### src/rtl/mem_pkg.sv
// Shared definitions for the word memory and its requester.
package mem_pkg;

  localparam logic MEM_READ  = 1'b0;
  localparam logic MEM_WRITE = 1'b1;

  localparam int unsigned WORD_SHIFT  = 2;
  localparam int unsigned TRACK_TAG_W = 5;

  typedef struct packed {
    logic                   op;
    logic [TRACK_TAG_W-1:0] tag;
  } track_entry_t;

endpackage

### src/rtl/track_fifo.sv
// In-order tracking FIFO with wrap-bit pointers; storage is not reset.
module track_fifo #(
  parameter int unsigned DEPTH = 4,
  parameter int unsigned WIDTH = 6
) (
  input  logic                     clk,
  input  logic                     reset,
  input  logic                     push,
  input  logic [WIDTH-1:0]         din,
  input  logic                     pop,
  output logic [WIDTH-1:0]         dout,
  output logic                     full,
  output logic                     empty,
  output logic [$clog2(DEPTH):0]   count
);

  localparam int unsigned AW = $clog2(DEPTH);

  logic [AW:0]      wr_ptr;
  logic [AW:0]      rd_ptr;
  logic [WIDTH-1:0] mem [DEPTH];

  always_ff @(posedge clk) begin
    if (reset) begin
      wr_ptr <= '0;
      rd_ptr <= '0;
    end else begin
      if (push && !full) wr_ptr <= wr_ptr + (AW+1)'(1);
      if (pop && !empty) rd_ptr <= rd_ptr + (AW+1)'(1);
    end
  end

  always_ff @(posedge clk) begin
    if (push && !full) mem[wr_ptr[AW-1:0]] <= din;
  end

  assign dout  = mem[rd_ptr[AW-1:0]];
  assign empty = (wr_ptr == rd_ptr);
  assign full  = (wr_ptr[AW] != rd_ptr[AW]) && (wr_ptr[AW-1:0] == rd_ptr[AW-1:0]);
  assign count = wr_ptr - rd_ptr;

endmodule

### src/rtl/mem_requester.sv
// Pipeline-side master for the valid/ready word memory: issues requests,
// tracks them in order and returns load data with its tag.
module mem_requester
  import mem_pkg::*;
#(
  parameter int unsigned DEPTH = 4,
  parameter int unsigned TAG_W = TRACK_TAG_W
) (
  input  logic             clk,
  input  logic             reset,
  input  logic             cmd_valid,
  output logic             cmd_ready,
  input  logic             cmd_op,
  input  logic [31:0]      cmd_addr,
  input  logic [31:0]      cmd_wdata,
  input  logic [TAG_W-1:0] cmd_tag,
  output logic             req_valid,
  input  logic             req_ready,
  output logic             req_op,
  output logic [31:0]      req_addr,
  output logic [31:0]      req_wdata,
  input  logic             resp_valid,
  output logic             resp_ready,
  input  logic [31:0]      resp_data,
  output logic             rsp_valid,
  input  logic             rsp_ready,
  output logic [31:0]      rsp_data,
  output logic [TAG_W-1:0] rsp_tag,
  output logic             err_misaligned,
  output logic             err_unexpected
);

  localparam int unsigned CW = $clog2(DEPTH) + 1;
  localparam int unsigned EW = TAG_W + 1;

  logic             misaligned;
  logic             accept;
  logic             accept_al;
  logic             pop;
  logic             unexpected;
  logic [EW-1:0]    fifo_dout;
  logic             fifo_full;
  logic             fifo_empty;
  logic [CW-1:0]    fifo_count;
  logic             head_op;
  logic [TAG_W-1:0] head_tag;
  logic [CW-1:0]    inflight;

  assign misaligned = (cmd_addr[1:0] != 2'b00);
  assign cmd_ready  = (!req_valid || req_ready) && (inflight < CW'(DEPTH));
  assign accept     = cmd_valid && cmd_ready;
  assign accept_al  = accept && !misaligned;

  // Single request stage; a new command may replace an entry being issued.
  always_ff @(posedge clk) begin
    if (reset) begin
      req_valid <= 1'b0;
      req_op    <= MEM_READ;
      req_addr  <= '0;
      req_wdata <= '0;
    end else if (accept_al) begin
      req_valid <= 1'b1;
      req_op    <= cmd_op;
      req_addr  <= cmd_addr >> WORD_SHIFT;
      req_wdata <= cmd_wdata;
    end else if (req_valid && req_ready) begin
      req_valid <= 1'b0;
    end
  end

  track_fifo #(
    .DEPTH (DEPTH),
    .WIDTH (EW)
  ) u_track (
    .clk   (clk),
    .reset (reset),
    .push  (accept_al),
    .din   ({cmd_op, cmd_tag}),
    .pop   (pop),
    .dout  (fifo_dout),
    .full  (fifo_full),
    .empty (fifo_empty),
    .count (fifo_count)
  );

  assign head_op  = fifo_dout[EW-1];
  assign head_tag = fifo_dout[TAG_W-1:0];
  assign rsp_data = resp_data;
  assign rsp_tag  = head_tag;

  // Steer memory responses by the oldest outstanding operation.
  always_comb begin
    pop        = 1'b0;
    unexpected = 1'b0;
    resp_ready = 1'b1;
    rsp_valid  = 1'b0;
    if (fifo_empty) begin
      unexpected = resp_valid;
    end else begin
      case (head_op)
        MEM_WRITE: pop = resp_valid;
        MEM_READ: begin
          rsp_valid  = resp_valid;
          resp_ready = rsp_ready;
          pop        = resp_valid && rsp_ready;
        end
        default: pop = 1'b0;
      endcase
    end
  end

  always_ff @(posedge clk) begin
    if (reset) begin
      inflight <= '0;
    end else begin
      case ({accept_al, pop})
        2'b10:   inflight <= inflight + CW'(1);
        2'b01:   inflight <= inflight - CW'(1);
        default: inflight <= inflight;
      endcase
    end
  end

  always_ff @(posedge clk) begin
    if (reset) begin
      err_misaligned <= 1'b0;
      err_unexpected <= 1'b0;
    end else begin
      if (accept && misaligned) err_misaligned <= 1'b1;
      if (unexpected)           err_unexpected <= 1'b1;
    end
  end

  // The counter and the FIFO occupancy describe the same set of requests.
  a_count_match : assert property (@(posedge clk) disable iff (reset)
    (fifo_count == inflight) && (fifo_full == (inflight == CW'(DEPTH))));

endmodule

### config.mk
export PLATFORM = sky130hd
export DESIGN_NAME = mem_requester
export DESIGN_NICKNAME = d
export VERILOG_FILES = /design/src/rtl/mem_pkg.sv /design/src/rtl/track_fifo.sv /design/src/rtl/mem_requester.sv
export SDC_FILE = /design/constraint.sdc
export NUM_CORES = 1
export LEC_CHECK = 0
export CAP_MARGIN = 20
export CORE_ASPECT_RATIO = 0.7
export CORE_UTILIZATION = 35
export DETAILED_ROUTE_END_ITERATION = 7
export GPL_TIMING_DRIVEN = 0
export PLACE_DENSITY = 0.84
export SKIP_LAST_GASP = 1
export SLEW_MARGIN = 20
export SYNTH_ARGS = -nofsm -noshare
export SYNTH_HDL_FRONTEND = slang
export SYNTH_SLANG_ARGS = --single-unit
### constraint.sdc
create_clock -name clk -period 2.5 [get_ports clk]
set_clock_uncertainty 0.2 [all_clocks]
set_input_delay 0.375 -clock clk [delete_from_list [all_inputs] [get_ports clk]]
set_output_delay 0.375 -clock clk [all_outputs]
set_load 0.01 [all_outputs]
==> qor.yml <==
status: "completed"
reg2reg_to: "inflight[2]"
synth_top_family_by_area: "simple AND/OR/NAND/NOR gates"
swShare: 0.223
m1WireLength_mm: 4.74
clock-sinks: 101
layout_commonest_cell: "clkdlybuf4s50_1"
drc: 0
fillers: 960
final.min_clock_period_ns: 2.45
diodes: 0
hold_violations: 0
vias: 3565
p_int_mw: 2.91
period_share: 0.981
syn_to_final_growth_pct: 60.7
timing.final.ws_setup_ns: 0.0483
cts_buffers: 9
drt_iter0_markers: 144
power_density_nw_per_um2: 579
synth-seq-area-share: 0.561
clkPwrFrac: 0.396
rr_startpoint: "u_track.rd_ptr[0]"
crit_arrival_ns: 2.28
synth.mux.area_fraction: 0.0472
syn_area_sq_um: 4030
grt_setup_unrepaired: "yes"
required_ns: 2.33
hold_path_class: "reg2reg"
min_path_cells: 2
grt_start_max_net_pins: 18
tightestPinTransition_ns: 0.597
maxUsedRoutingLayer: "met4"
yosysTopAreaCellShare: 0.382
wl_met2_mm: 5.62
crit_path_start_kind: "input pin"
holdPathEnd: "req_op"
p_comb_frac: 0.140
layout.nets: 735
synth_simple_gate_area_frac: 0.163
syn_avg_cell_area_sq_um: 9.53
worst_r2r_path_depth: 9
synth_xor_area_frac: 0.0174
cts_buffer_depth: 2
max_freq_mhz: 408
ys_seq_elements: 101
worstSetupStartpoint: "cmd_addr[1]"
max_slew_margin: 0.602
layout_common_cells: "clkdlybuf4s50_1 (174), nand2_1 (126), dfxtp_1 (72), a21oi_1 (67), buf_4 (40)"
gp_congestion: 0.814
crit_path_end_kind: "register"
stdcell_count: 778
maxCapViolations: 0
setup_violations: 0
wl_per_cell_um: 14.3
antenna_found_initial: 0
drive_above_1_share: 0.136
dr.pass1.iters: 4
cts_tree: "yes"
vias_per_cell: 4.58
rrSetupSlack_ns: 0.10
synth_cell_types: 35
synth_compound_area_frac: 0.0943
clk_latency_ns: 0.33
vdd_drop_max_mv: 0.367
cp_max_fo: 10
wirelength_mm: 11.1
dr_wl_met3_um: 712
synthCells: 423
die_h_um: 91.8
synth_top_area_cell: "dfxtp_1"
rows: 32
synth_fa_ha_area_frac: 0.0236
globalRouteTotalUtil: 0.188
hold_start: "req_op"
die-area_sq_um: 12000
io_buffer_count: 181
dpl_worst_slack_ns: -0.871
leakagePower_nw: 2.37
yosys-top-cells-area: "dfxtp_1 (38%), edfxtp_1 (18%), nand2_1 (12%), a21oi_1 (8.3%), buf_4 (6.7%)"
start_util: 0.362
core_area_sq_um: 11100
cts_htree_levels: 3
p_seq_frac: 0.465
ant_nets: 0
p_switching_mw: 0.838
grt.overflow.total: 0
grt_pass1_wl_mm: 17.3
drv_slew: 0
grt_pass1_vias: 3583
crit_type: "in2reg"
io_pins: 216
dp.cells: 758
clock-root-buffer: "clkbuf_16"
ys_warn_count: 0
hpwl_mm: 8.41
die_x_um: 130
clkTransAtPathRegs_ns: 0.06
## sequential cells by signal, indices dropped and copies added (netlist names), named ones only
signal	cells
inflight	3
req_op	1
u_track.mem	24
req_addr	30
req_valid	1
err_misaligned	1
req_wdata	32
u_track.wr_ptr	3
err_unexpected	1
u_track.rd_ptr	3
## per-stage QoR
step           cell area [sq um]  hold WS (ns)  setup TNS (ns)  total power [mW]   util
6_report                    6480         0.252               0              3.75  0.582
3_3_place_gp                6040         0.240          -25.11              2.28  0.543
5_1_grt                     6480         0.276         -0.0778              3.91  0.582
2_1_floorplan               4040         0.259               0              1.98      -
3_5_place_dp                6040         0.246          -26.98              2.29  0.543
4_1_cts                     6410         0.255          -0.107              3.79  0.576
## power groups by stage
stage               clock network [mW]  logic (mW)  registers (mW)
CTS                               1.53       0.522            1.74
global placement                     0       0.500            1.78
floorplan                            0       0.189            1.79
global route                      1.59       0.565            1.75
detailed placement                   0       0.512            1.78
finish                            1.49       0.524            1.74
## cell usage after synthesis, drive strengths merged
| cell | number |
|---|---|
| a21oi | 67 |
| a31oi | 1 |
| a41oi | 1 |
| and3 | 4 |
| buf | 41 |
| clkbuf | 16 |
| conb | 1 |
| dfxtp | 77 |
| edfxtp | 24 |
| fa | 1 |
| ha | 6 |
| inv | 6 |
| mux2 | 4 |
| mux2i | 1 |
| mux4 | 6 |
| nand2 | 126 |
| nand2b | 2 |
| nand3 | 3 |
| nor2 | 14 |
| nor2b | 4 |
| nor3 | 1 |
| nor3b | 1 |
| nor4b | 1 |
| o21ai | 3 |
| o31ai | 2 |
| or2 | 1 |
| or3 | 1 |
| xnor2 | 3 |
| xor2 | 5 |
## cells by family (layout without fill, tap and decap cells)
| kind of cell | Yosys count | count (layout) |
|---|---|---|
| other cells | 1 | 2 |
| mux | 11 | 11 |
| compound gates | 74 | 74 |
| fa+ha+maj | 7 | 7 |
| xor+xnor | 8 | 8 |
| buf+inv | 63 | 264 |
| simple gates | 158 | 158 |
| flops | 101 | 101 |
## metal layers
layer  up-vias  track usage
li1       1753            -
met4         0       0.0465
met2       113        0.321
met1      1695        0.226
met3         4       0.0630
met5         -            0
## repair_timing
item / 4_1_cts / 5_1_grt
setup endpoints to repair: 24 / 17
pin swaps: 2 / 2
resized for setup: 9 / 18
setup buffers: 4 / 1
gates cloned: 0 / 0
hold buffers: 0 / 0
## how the worst max path moves through the flow
stage | slack, ns | depth (start not counted) | end
after floorplan | 0.04 | 10 | inflight[2]
after global placement | -0.82 | 11 | inflight[2]
after detailed placement | -0.87 | 11 | inflight[2]
after CTS | -0.11 | 9 | inflight[2]
after global routing | -0.06 | 9 | inflight[2]
final | 0.05 | 6 | u_track.mem[0][0]
## worst max-delay path, cell delays in order
cell,delay [ns]
clkdlybuf4s50_1,0.39
or2_1,0.29
nor4b_4,0.38
buf_4,0.24
buf_2,0.27
and3_2,0.33
## layout make-up
cell class | count | area, sq um | share of cell area
Sequential cell | 101 | 2270 | 0.350
Timing Repair Buffer | 186 | 1860 | 0.287
Multi-Input combinational cell | 260 | 1460 | 0.226
Buffer | 56 | 352 | 0.0543
Clock buffer | 9 | 225 | 0.0348
Tap cell | 153 | 191 | 0.0295
Clock inverter | 7 | 95.1 | 0.0147
Inverter | 6 | 22.5 | 0.00348
(Power assumes the default switching activity.)
